==> config.mk <==
export PLATFORM = sky130hd
export DESIGN_NAME = fifo_rd_fwft
export DESIGN_NICKNAME = d
export VERILOG_FILES = /design/src/rtl/fifo_rd_fwft.sv
export SDC_FILE = /design/constraint.sdc
export NUM_CORES = 1
export LEC_CHECK = 0
export ABC_AREA = 1
export CAP_MARGIN = 20
export CORE_MARGIN = 1.5
export CORE_UTILIZATION = 38
export DETAILED_ROUTE_END_ITERATION = 7
export PLACE_DENSITY_LB_ADDON = 0.2
export SKIP_CTS_REPAIR_TIMING = 1
export SLEW_MARGIN = 20
export SYNTH_ARGS = -nofsm -noshare
export SYNTH_HDL_FRONTEND = slang
export SYNTH_SLANG_ARGS = --single-unit
==> constraint.sdc <==
create_clock -name i_clk -period 3.3 [get_ports i_clk]
set_clock_uncertainty 0.2 [all_clocks]
set_input_delay 0.99 -clock i_clk [delete_from_list [all_inputs] [get_ports i_clk]]
set_output_delay 0.99 -clock i_clk [all_outputs]
set_load 0.05 [all_outputs]
==> src/rtl/fifo_rd_fwft.sv <==
// Read-side adapter behind an async FIFO: turns the rd_en/empty interface (data one cycle
// after rd_en) into a first-word-fall-through valid/ready stream with a 2-entry prefetch buffer.
module fifo_rd_fwft #(
    parameter int DATA_WIDTH = 32
) (
    input  logic                  i_clk,
    input  logic                  i_rst_n,
    output logic                  o_fifo_rd_en,
    input  logic [DATA_WIDTH-1:0] i_fifo_rd_data,
    input  logic                  i_fifo_rd_empty,
    output logic                  o_m_valid,
    input  logic                  i_m_ready,
    output logic [DATA_WIDTH-1:0] o_m_data,
    output logic [1:0]            o_level
);

    typedef enum logic [1:0] {
        EMPTY = 2'd0,
        ONE   = 2'd1,
        TWO   = 2'd2
    } state_t;

    state_t                state_reg, state_next;
    logic                  pend_reg;
    logic [DATA_WIDTH-1:0] slot0_reg, slot0_next;
    logic [DATA_WIDTH-1:0] slot1_reg, slot1_next;
    logic                  pop;
    logic [2:0]            occupancy;

    assign o_m_valid = (state_reg != EMPTY);
    assign o_m_data  = slot0_reg;
    assign o_level   = state_reg;
    assign pop       = o_m_valid & i_m_ready;

    // Words that will be held after this edge, counting the read already in flight.
    assign occupancy = {1'b0, state_reg} + {2'b00, pend_reg} - {2'b00, pop};

    // Gated by reset so no read is issued while the FIFO read side is also in reset.
    assign o_fifo_rd_en = i_rst_n & ~i_fifo_rd_empty & (occupancy < 3'd2);

    always_ff @(posedge i_clk or negedge i_rst_n) begin
        if (!i_rst_n) begin
            state_reg <= EMPTY;
            pend_reg  <= 1'b0;
            slot0_reg <= '0;
            slot1_reg <= '0;
        end else begin
            state_reg <= state_next;
            pend_reg  <= o_fifo_rd_en;
            slot0_reg <= slot0_next;
            slot1_reg <= slot1_next;
        end
    end

    always_comb begin
        state_next = state_reg;
        slot0_next = slot0_reg;
        slot1_next = slot1_reg;
        case (state_reg)
            EMPTY: begin
                if (pend_reg) begin
                    slot0_next = i_fifo_rd_data;
                    state_next = ONE;
                end
            end
            ONE: begin
                if (pend_reg && pop) begin
                    slot0_next = i_fifo_rd_data;
                end else if (pend_reg) begin
                    slot1_next = i_fifo_rd_data;
                    state_next = TWO;
                end else if (pop) begin
                    // Head keeps stale data; o_m_valid masks it.
                    state_next = EMPTY;
                end
            end
            TWO: begin
                if (pop) begin
                    slot0_next = slot1_reg;
                    if (pend_reg) begin
                        slot1_next = i_fifo_rd_data;
                    end else begin
                        state_next = ONE;
                    end
                end
            end
            default: state_next = EMPTY;
        endcase
    end

`ifndef SYNTHESIS
    always @(posedge i_clk) begin
        if (i_rst_n) begin
            assert (occupancy <= 3'd2);
            assert (!(state_reg == TWO && pop && pend_reg));
        end
    end
`endif

endmodule
# ---- Word level (Yosys, flattened, before mapping)
# Index checks and enable logic that the tools add are counted.
dict set report op_classes {
  n_addsub 2
  n_lt_le_gt_ge 1
  bitwise 4
  n_reduce_logical 8
  eq_ne 8
  mux 15
}
# cell n
set ops {}
lappend ops {{32-bit 2-to-1 mux} 6}
lappend ops {{32-bit one-hot mux with 3 select lines} 1}
lappend ops {{32-bit one-hot mux with 2 select lines} 1}
lappend ops {{2-bit 2-to-1 mux} 6}
lappend ops {{2-bit inequality test (second input constant)} 5}
lappend ops {{2-bit one-hot mux with 3 select lines} 1}
lappend ops {{5-bit AND reduction} 1}
lappend ops {{4-bit AND reduction} 1}
lappend ops {{2-bit nonzero test} 2}
lappend ops {{2-bit by 1-bit adder with 3-bit output} 1}
lappend ops {{1-bit AND} 3}
lappend ops {{3-bit by 2-bit less-than comparator with 1-bit output (second input constant)} 1}
lappend ops {{3-bit inequality test (second input constant)} 1}
lappend ops {{3-bit AND reduction} 1}
lappend ops {{3-bit nonzero test} 1}
lappend ops {{3-bit by 1-bit subtractor with 3-bit output} 1}
lappend ops {{2-bit by 1-bit == test with 1-bit output (second input constant)} 1}
lappend ops {{2-bit == test (second input constant)} 1}
lappend ops {{2-bit logical NOT} 1}
lappend ops {{1-bit logical AND} 1}
lappend ops {{1-bit NOT} 1}
dict set report word_totals {
  regBits 67
  wordCells 42
  input_bits 36
}

# ---- Longest topological paths before layout
dict set report depth {
  ltp_word 6
  depth_mapped 8
}

# ---- Least setup slack after synthesis
# Ideal clock, no wire load.
dict set report synth_path {
  kind {flip-flop to output port}
  from {register state_reg[1] (netlist: o_level[1])}
  to {output o_fifo_rd_en}
  slack_ns -1.068
  stages_incl_launch_ff 9
  arrival_ns 3.178
  cell_sequence {dfrtp_1 inv_2 nand2_4 nand2_1 ha_1 nand2_1 fa_1 nand2_1 nor3_1}
}
dict set report synth_via {
  elab_chain_cells 5
  elab_cells_between_ends 6
}
# item line_no
set synth_rtl {}
lappend synth_rtl {{from (decl)} 23} ;# state_t state_reg, state_next;
lappend synth_rtl {{from (signal assigned)} 48} ;# state_reg <= state_next;
lappend synth_rtl {{2-bit nonzero test} 30} ;# assign o_m_valid = (state_reg != EMPTY);
lappend synth_rtl {{net o_m_valid} 11} ;# output logic o_m_valid,
lappend synth_rtl {{1-bit AND} 33} ;# assign pop = o_m_valid & i_m_ready;
lappend synth_rtl {{3-bit by 1-bit subtractor with 3-bit output} 36} ;# assign occupancy = {1'b0, state_reg} + {2'b00, pend_reg} - {2'b00, pop};
lappend synth_rtl {{3-bit by 2-bit less-than comparator with 1-bit output} 39} ;# assign o_fifo_rd_en = i_rst_n & ~i_fifo_rd_empty & (occupancy < 3'd2);
lappend synth_rtl {{1-bit AND} 39}
lappend synth_rtl {{to (decl)} 8} ;# output logic o_fifo_rd_en,
# The timed path passes the listed nets, and every way through them passes these cells.

# ---- Worst setup path in the final report
dict set report layout_path {
  from {input i_m_ready}
  to {output o_fifo_rd_en}
}
dict set report layout_via {
  elab_chain_cells 4
}
# item line_no
set layout_rtl {}
lappend layout_rtl {{from (decl)} 12} ;# input logic i_m_ready,
lappend layout_rtl {{1-bit AND} 33}
lappend layout_rtl {{3-bit by 1-bit subtractor with 3-bit output} 36}
lappend layout_rtl {{3-bit by 2-bit less-than comparator with 1-bit output} 39}
lappend layout_rtl {{1-bit AND} 39}
# No other way between the ends.

==> impl_metrics.tcl <==
set metrics [dict create \
    status "finished with violations" \
    violations "negative setup slack" \
    clkLatencyLatePin_ps 330 \
    grt_pass1_vias 2396 \
    critical_path_required_ps 2110 \
    die_h_um 95.1 \
    clk_path_buf_depth 2 \
    grt_overflow 0 \
    die_x_um 95.1 \
    ys_types 21 \
    placed_cell_area_um2 3990 \
    synth_top_family_by_area "compound AO/OA/AOI/OAI gates" \
    gp_congestion 0.758 \
    ys_async_sr_fraction_pct 100 \
    cts_tree "yes" \
    rsz0062_at_grt "true" \
    syn_inst 344 \
    critical_path_peak_fanout 2 \
    grt_max_degree 68 \
    area_growth_pct 30.2 \
    synth_area_um2 3220 \
    leakage_nw 2.05 \
    grt_usage_pct 15.0 \
    synth_nets 382 \
    synthMuxAreaShare_pct 0 \
    power_w 0.00409 \
    yosys.area_share.xor_xnor_pct 0.272 \
    finalCoreUtilization_pct 51.1 \
    pwr_density_cell_nw_per_um2 974 \
    worst_pin_slew_ps 845 \
    dpl.hpwl_um 3970 \
    root_buffer "clkbuf_8" \
    fin_crit_ps 3560 \
    synth_warnings 0 \
    first_pass_iters 4 \
    viasPerCell 4.57 \
    critPathKind "primary input to output port" \
    yosysTopAreaCellShare_pct 52.0 \
    synth_compound_area_share_pct 21.1 \
    port-buffer-count 71 \
    rows 33 \
    antenna_cells 0 \
    drive_gt1_share_pct 21.5 \
    synth_edf_count 0 \
    clkTransAtPathRegs_ps 70 \
    yosysMostFrequentCell "nand2_1" \
    ant_nets 0 \
    grt_pass1_wl_um 10500 \
    arrival_ps 2370 \
    final_hold_viol_count 0 \
    drcViolationCount 0 \
    start_util_pct 39.2 \
    setup_viol 1 \
    synth.top_cells.by_area "dfrtp_1 (52%), o21ai_2 (13%), nand2_1 (12%)" \
    ctsHtreeMaxLevel 3 \
    ioPinCount 72 \
    period_share_pct 108 \
    synth.avg_cell_area_um2 9.37 \
    ys_ff_latch 67 \
    max_freq_ghz 0.281 \
    synthTopCellsByCount "nand2_1 (104), dfrtp_1 (67), o21ai_2 (47)" \
    worstSetupEndpointType "output port" \
    num_vias 2394 \
    antenna_found_initial 0 \
    synth-main-ff-cell "dfrtp_1" \
    slew_headroom_pct 43.7 \
    critPathLaunchType "primary input" \
    fin_nets 453 \
    cts_buffers 9 \
    synth_fa_ha_area_share_pct 1.01 \
    seq_area_frac_synth_pct 52.0 \
    drt_wl_total_um 5920 \
    vdd_drop_max_mv 0.437 \
    drtIter0Drc 83 \
    avgRoutedWirePerCell_um 11.3 \
    maxCapViolCount 0 \
    cts.sinks 67 \
    min_path_type "flop to flop" \
    timing.final.ws_setup_ps -262 \
    synth-simple-area-share_pct 15.1 \
    fp.dieArea_um2 9050 \
    slew_violations 0 \
    holdWs_ps 274 \
    stdcell_area_um2 4200 \
    yosysTopAreaCell "dfrtp_1" \
    core_um2 8220 \
]
-- worst max-delay path: stages --
cell and delay (ps):
buf_8 90, nand2_8 40, ha_4 260, nand2_2 50, fa_1 500, nand2_2 70, nor3_4 210, buf_12 160
-- final timing paths --
path,startpoint,to,slack (ps),cells past startpoint
max in group asynchronous,i_rst_n,o_level[1]$_DFFE_PN0P_,1670,2
hold reg to reg,slot1_reg[17]$_DFFE_PN0P_,slot1_reg[17]$_DFFE_PN0P_,270,2
hold / removal,slot1_reg[17]$_DFFE_PN0P_,slot1_reg[17]$_DFFE_PN0P_,270,2
setup reg to reg,o_level[1]$_DFFE_PN0P_,o_m_data[17]$_DFFE_PN0P_,1230,6
setup / recovery,i_m_ready,o_fifo_rd_en,-260,8
min in group asynchronous,i_rst_n,o_level[0]$_DFFE_PN0P_,660,2
-- routing by layer --
metal | up-vias | part of all wire [%] | track usage (%)
met5 | - | 0 | 0
met4 | 0 | 1.8 | 6.72
met3 | 10 | 5.3 | 3.75
met2 | 49 | 46 | 24.3
met1 | 1076 | 47 | 18.7
li1 | 1259 | - | -
-- report_power, final --
group | total, W | switching [W] | internal [W] | leakage (nW)
Sequential | 0.00139 | 0.000203 | 0.00119 | 0.840
Combinational | 0.00203 | 0.00130 | 0.000730 | 1.11
Clock | 0.000669 | 0.000283 | 0.000386 | 0.0995
-- placed cells by master (no fill, tap or decap), drive strengths merged, types with 2 or more instances in the layout --
cell             n
o21ai           98
clkdlybuf4s50   68
dfrtp           67
nand3            2
nand2          111
buf             11
nor2             2
clkbuf          13
inv             38
-- area by class of cell --
type	count	area, um2
Sequential cell	67	1680
Inverter	38	143
Fill cell	787	4020
Tap cell	105	131
Multi-Input combinational cell	220	1260
Timing Repair Buffer	79	796
Clock buffer	13	159
Clock inverter	2	35.0
-- cells by family (layout without fill, tap and decap cells) --
group / after synthesis / in the layout
XOR/XNOR: 1 / 1
buffers and inverters: 57 / 132
AO/OA/AOI/OAI: 100 / 100
adder cells (fa/ha/maj): 2 / 2
flip-flops: 67 / 67
AND/OR/NAND/NOR: 117 / 117
-- stage by stage --
step,setup WS (ps),std cells,setup TNS (ps)
after floorplan,-299,344,-299
after global placement,-823,508,-823
after detailed placement,-847,508,-847
after CTS,-854,523,-854
after global routing,-313,524,-313
final,-262,524,-262
Note: power is estimated with default switching activity, not from simulation.
